<file path="config.mk">
export PLATFORM = sky130hd
export DESIGN_NAME = subtractor_serial_8bit
export DESIGN_NICKNAME = d
export VERILOG_FILES = /design/src/rtl/subtractor_serial_8bit.sv
export SDC_FILE = /design/constraint.sdc
export NUM_CORES = 1
export LEC_CHECK = 0
export CAP_MARGIN = 20
export CORE_UTILIZATION = 48
export CTS_BUF_LIST = sky130_fd_sc_hd__clkbuf_4
export CTS_CLUSTER_DIAMETER = 30
export DETAILED_ROUTE_END_ITERATION = 12
export MAX_ROUTING_LAYER = met4
export PLACE_DENSITY = 0.77
export REMOVE_ABC_BUFFERS = 1
export SETUP_SLACK_MARGIN = 0.5
export SKIP_LAST_GASP = 1
export SLEW_MARGIN = 40
export SYNTH_ARGS = -nofsm -noshare
export SYNTH_HDL_FRONTEND = slang
export SYNTH_SLANG_ARGS = --single-unit
</file>
<file path="constraint.sdc">
create_clock -name clk -period 1.6 [get_ports clk]
set_input_delay 0.4 -clock clk [delete_from_list [all_inputs] [get_ports clk]]
set_output_delay 0.4 -clock clk [all_outputs]
set_load 0.02 [all_outputs]
</file>
<file path="src/rtl/subtractor_serial_8bit.sv">
// Bit-serial 8-bit subtractor: dif = min - sub - preB, one bit per clock,
// LSB first, through a single full-subtractor cell and a borrow flop.
//
// state | meaning
// ------+---------------------------------------------------------------
// IDLE  | waiting for start; last result held on dif/proB/ovf
// SHIFT | processing one bit per clock, cnt counts 0..7
// DONE  | one-cycle result-valid pulse; a new start is accepted here too
module subtractor_serial_8bit (
  input  logic       clk,
  input  logic       rst_n,
  input  logic       start,
  input  logic [7:0] min,
  input  logic [7:0] sub,
  input  logic       preB,
  output logic       busy,
  output logic       done,
  output logic [7:0] dif,
  output logic       proB,
  output logic       ovf
);

  typedef enum logic [1:0] {
    IDLE  = 2'd0,
    SHIFT = 2'd1,
    DONE  = 2'd2
  } state_t;

  state_t     state;
  state_t     state_nxt;

  logic [7:0] op_a;
  logic [7:0] op_b;
  logic [7:0] acc;
  logic       bw;
  logic [2:0] cnt;
  logic       a7;
  logic       b7;

  logic       bit_a;
  logic       bit_b;
  logic       bit_d;
  logic       bw_nxt;
  logic       load;
  logic       last_bit;

  // Full-subtractor cell on the current LSBs, plus handshake/terminal decode.
  always_comb begin
    bit_a    = op_a[0];
    bit_b    = op_b[0];
    bit_d    = bit_a ^ bit_b ^ bw;
    bw_nxt   = (~bit_a & bit_b) | (~(bit_a ^ bit_b) & bw);
    load     = start && ((state == IDLE) || (state == DONE));
    last_bit = (cnt == 3'd7);
  end

  // State register.
  always_ff @(posedge clk or negedge rst_n) begin
    if (!rst_n) begin
      state <= IDLE;
    end else begin
      state <= state_nxt;
    end
  end

  // Next-state logic; start during SHIFT is deliberately ignored.
  always_comb begin
    state_nxt = state;
    case (state)
      IDLE:    if (start) state_nxt = SHIFT;
      SHIFT:   if (last_bit) state_nxt = DONE;
      DONE:    state_nxt = start ? SHIFT : IDLE;
      default: state_nxt = IDLE;
    endcase
  end

  // Status outputs registered from the next state so they track the state exactly.
  always_ff @(posedge clk or negedge rst_n) begin
    if (!rst_n) begin
      busy <= 1'b0;
      done <= 1'b0;
    end else begin
      busy <= (state_nxt == SHIFT);
      done <= (state_nxt == DONE);
    end
  end

  // Operand capture, serial shift, and result commit on the final bit only.
  always_ff @(posedge clk or negedge rst_n) begin
    if (!rst_n) begin
      op_a <= 8'h00;
      op_b <= 8'h00;
      acc  <= 8'h00;
      bw   <= 1'b0;
      cnt  <= 3'd0;
      a7   <= 1'b0;
      b7   <= 1'b0;
      dif  <= 8'h00;
      proB <= 1'b0;
      ovf  <= 1'b0;
    end else if (load) begin
      op_a <= min;
      op_b <= sub;
      bw   <= preB;
      cnt  <= 3'd0;
      a7   <= min[7];
      b7   <= sub[7];
    end else if (state == SHIFT) begin
      op_a <= {1'b0, op_a[7:1]};
      op_b <= {1'b0, op_b[7:1]};
      acc  <= {bit_d, acc[7:1]};
      bw   <= bw_nxt;
      cnt  <= cnt + 3'd1;
      if (last_bit) begin
        dif  <= {bit_d, acc[7:1]};
        proB <= bw_nxt;
        ovf  <= (a7 != b7) && (bit_d != a7);
      end
    end
  end

endmodule
</file>
==> metrics.csv <==
stage,metric,value,unit
worst_setup_path,CP arrival,1.79,ns
synth,post-synthesis compound-gate area fraction,16.9,%
synth,most common library cells after synthesis,"dfrtp_1, nand2_1, a22o_1, a21o_1, mux2_2",
power_and_ir_drop,"Power, Total",5.70,mW
clock_network,Worst-path clk slew,0.13,ns
power_and_ir_drop,combinational share of power,53.7,%
power_and_ir_drop,power per cell area,2070,mW/mm2
power_and_ir_drop,Switch Pwr,1.96,mW
timing,Final WS setup,0.0569,ns
timing,worst-case clock skew,0.0120,ns
power_and_ir_drop,worst-case vdd ir drop,0.00109,V
synth,Simple-Gate Fraction of Synth Area,8.33,%
synth,Synth Area per Inst,12.6,um2
worst_setup_path,"slowest stage cell, crit path",dfrtp_1,
worst_hold_path,HP Class,reg -> reg,
job,Max-cap violations,0,
power_and_ir_drop,LEAKAGE,1.42,nW
grt,first-pass GRT wire length,6200,um
timing,fin crit share,96.4,%
worst_setup_path,kind of critical path,reg -> reg,
timing,Slew @ Worst Pin,0.305,ns
worst_setup_path,CP endpoint kind,flip-flop,
clock_network,CTS tree,yes,
route,vias,1357,
placed_design,count of input and output buffers,31,
worst_setup_path,CP most frequent cell,ha_4,
cells_and_area,Nets,231,
synth,sequential area share after synthesis,61.2,%
status,status,"finished, final reports clean",
worst_setup_path,cell family contributing the most delay on the critical path,flip-flops,
floorplan,Die Area,0.00391,mm2
route,Final ANT Viol Nets,0,
route,Post-route DRC,0,
floorplan,die width,62.5,um
synth,most instantiated library cell after synthesis,dfrtp_1,
synth,largest family of logic cells by synthesized area,compound AO/OA/AOI/OAI gates,
power_and_ir_drop,Reg power frac,34.1,%
grt,global route total overflow,0,
worst_setup_path,Critical path buffers and inverters,2,
placed_design,Placer Congestion,0.783,
synth,ys flop type,dfrtp_1,
clock_network,root buffer cell,clkbuf_4,
floorplan,Die Span Y,62.5,um
timing,post-layout minimum cycle time,1.54,ns
cells_and_area,Sequential Area,0.00108,mm2
worst_setup_path,"Req. time, crit path",1.85,ns
floorplan,Starting Density,51.5,%
synth,Post-Synth Adder-Cell Area,2.56,%
worst_setup_path,max incr delay on CP,0.45,ns
clock_network,worst skew pair latency,0.36,ns
synth,Post-synth EDFFs,0,
grt,largest net degree at the start of global routing,44,
cells_and_area,Area Growth Syn to Fin,56.9,%
cells_and_area,Multi-input gate area,722,um2
synth,mapped cell area,0.00176,mm2
synth,multiplexer share of the synthesized area,7.05,%
power_and_ir_drop,Internal Dissipation,3.75,mW
worst_setup_path,cell breakdown of the critical path,"ha_4, ha_4, nand3b_1, buf_6, buf_12, mux2_4",
clock_network,cts bufs inserted,5,
route,First-pass DRT Iterations,4,
timing,Max Slew Vio Count,0,
clock_network,Sink Count,43,
synth,Synth Area in XOR/XNOR,0,%
cells_and_area,fraction of layout cells with a size suffix above 1,41.1,%
timing,Final setup violation count,0,
route,average routed wire per standard cell,16.2,um
grt,total routing usage reported by global routing,21.8,%
worst_setup_path,Worst setup SP type,flip-flop,
placed_design,Post-Place Setup Slack,-0.114,ns
clock_network,Max clock buf depth,2,
synth,top-area cell type share of the netlist area,61.2,%
power_and_ir_drop,sw frac,34.3,%
synth,#FFs+latches synth,43,
route,Via density,5.32,
synth,Synth Warn #,0,
synth,Area contributors post-synth,"dfrtp_1, a22o_1, mux2_2",
timing,Final Hold Viols,0,
clock_network,H-Tree Depth,2,
synth,cell count after synthesis,139,
synth,"Async S/R FF share, synth",100,%
timing,max_slew headroom,79.6,%
route,final WL,4130,um
route,Initial DRC Count,77,
worst_setup_path,CP max FO,6,
cells_and_area,# diodes,0,
grt,vias in the first global route,1301,
timing,fmax,648,MHz
synth,Yosys top cell by area,dfrtp_1,
floorplan,row cnt,21,
synth,Yosys cell types,23,
placed_design,post-detail-place hpwl,2190,um
floorplan,core area,0.00342,mm2
cells_and_area,Fill cells,188,
floorplan,Boundary Pins,32,
grt,initial antenna violation count,0,
power_and_ir_drop,clock network power share,12.2,%
timing,RSZ-0062 raised after global routing,true,
-- cell families after synthesis --
| family | Yosys count |
|---|---|
| AO/OA/AOI/OAI | 37 |
| adder cells (fa/ha/maj) | 3 |
| buffers and inverters | 13 |
| flip-flops | 43 |
| multiplexers | 11 |
| AND/OR/NAND/NOR | 32 |
-- cell usage in the layout (no fill, tap or decap), drive strengths merged --
master,instances
nand2b,1
clkbuf,6
dlygate4sd2,1
clkinv,2
dlygate4sd3,1
ha,2
a22o,17
a21oi,1
dfrtp,43
bufinv,1
buf,51
a221o,2
nor3,1
nand2,23
clkdlybuf4s50,17
nor2b,3
a21o,13
nor3b,1
mux2,11
o21bai,2
nor2,2
inv,4
nand3b,1
fa,1
o21ai,2
-- stage by stage --
step | setup TNS (ns) | utilization, % | instances | hold slack [ns] | cell area (um2)
global route | 0 | 80.7 | 255 | 0.521 | 2760
CTS | 0 | 76.8 | 245 | 0.504 | 2630
floorplan | -6.85 | - | 130 | 0.104 | 1700
global placement | -1.51 | 64.6 | 217 | 0.390 | 2210
finish | 0 | 80.7 | 255 | 0.506 | 2760
detailed placement | -1.87 | 64.6 | 217 | 0.389 | 2210
-- power by group through the flow --
stage / clock network, mW / logic, mW / registers (mW)
5_1_grt: 0.760 / 3.26 / 2.00
4_1_cts: 0.696 / 2.72 / 1.91
3_3_place_gp: 0 / 2.03 / 1.86
6_report: 0.695 / 3.06 / 1.95
2_1_floorplan: 0 / 1.11 / 1.99
3_5_place_dp: 0 / 2.10 / 1.89
-- layer usage --
metal,GRT usage [%],vias to the layer above,routed length (um)
met5,-,-,0
met1,24.8,682,1660
met4,9.01,0,63
met3,5.84,9,161
met2,36.3,44,2250
li1,-,622,-
-- path summary, 6_finish.rpt --
check	to	cells after the start	slack, ns	from
max in group asynchronous	busy	3	0.87	rst_n
worst min-delay path	op_a[2]	1	0.51	op_a[2]
worst min register to register	op_a[2]	1	0.51	op_a[2]
min in group asynchronous	dif[4]	3	0.52	rst_n
worst max register to register	dif[1]	6	0.06	cnt[0]
worst max-delay path	dif[1]	6	0.06	cnt[0]
-- what timing repair did --
item                                    4_1_cts  5_1_grt
buffers inserted                             15       10
gates cloned                                  4        0
hold endpoints to repair                     23        0
hold buffers                                  1        0
resized for setup                           106       19
endpoints found under the setup margin       48       55
pin swaps                                    17       14
-- flip-flops by register name (all words and copies together), names as in the netlist --
name and flops:
dif 8, op_a 8, op_b 8, acc 7
cnt 3, state 2, a7 1, b7 1
busy 1, bw 1, done 1, ovf 1
proB 1
-- area by class of cell --
class | instances | share of cell area (%)
flip-flops and latches | 43 | 39.0
clock inverters | 3 | 1.59
multi-input cells | 83 | 26.2
clock buffers | 5 | 1.36
inverters | 4 | 0.544
well taps | 46 | 2.09
repair buffers | 71 | 29.2
Note: power is estimated with default switching activity, not from simulation.
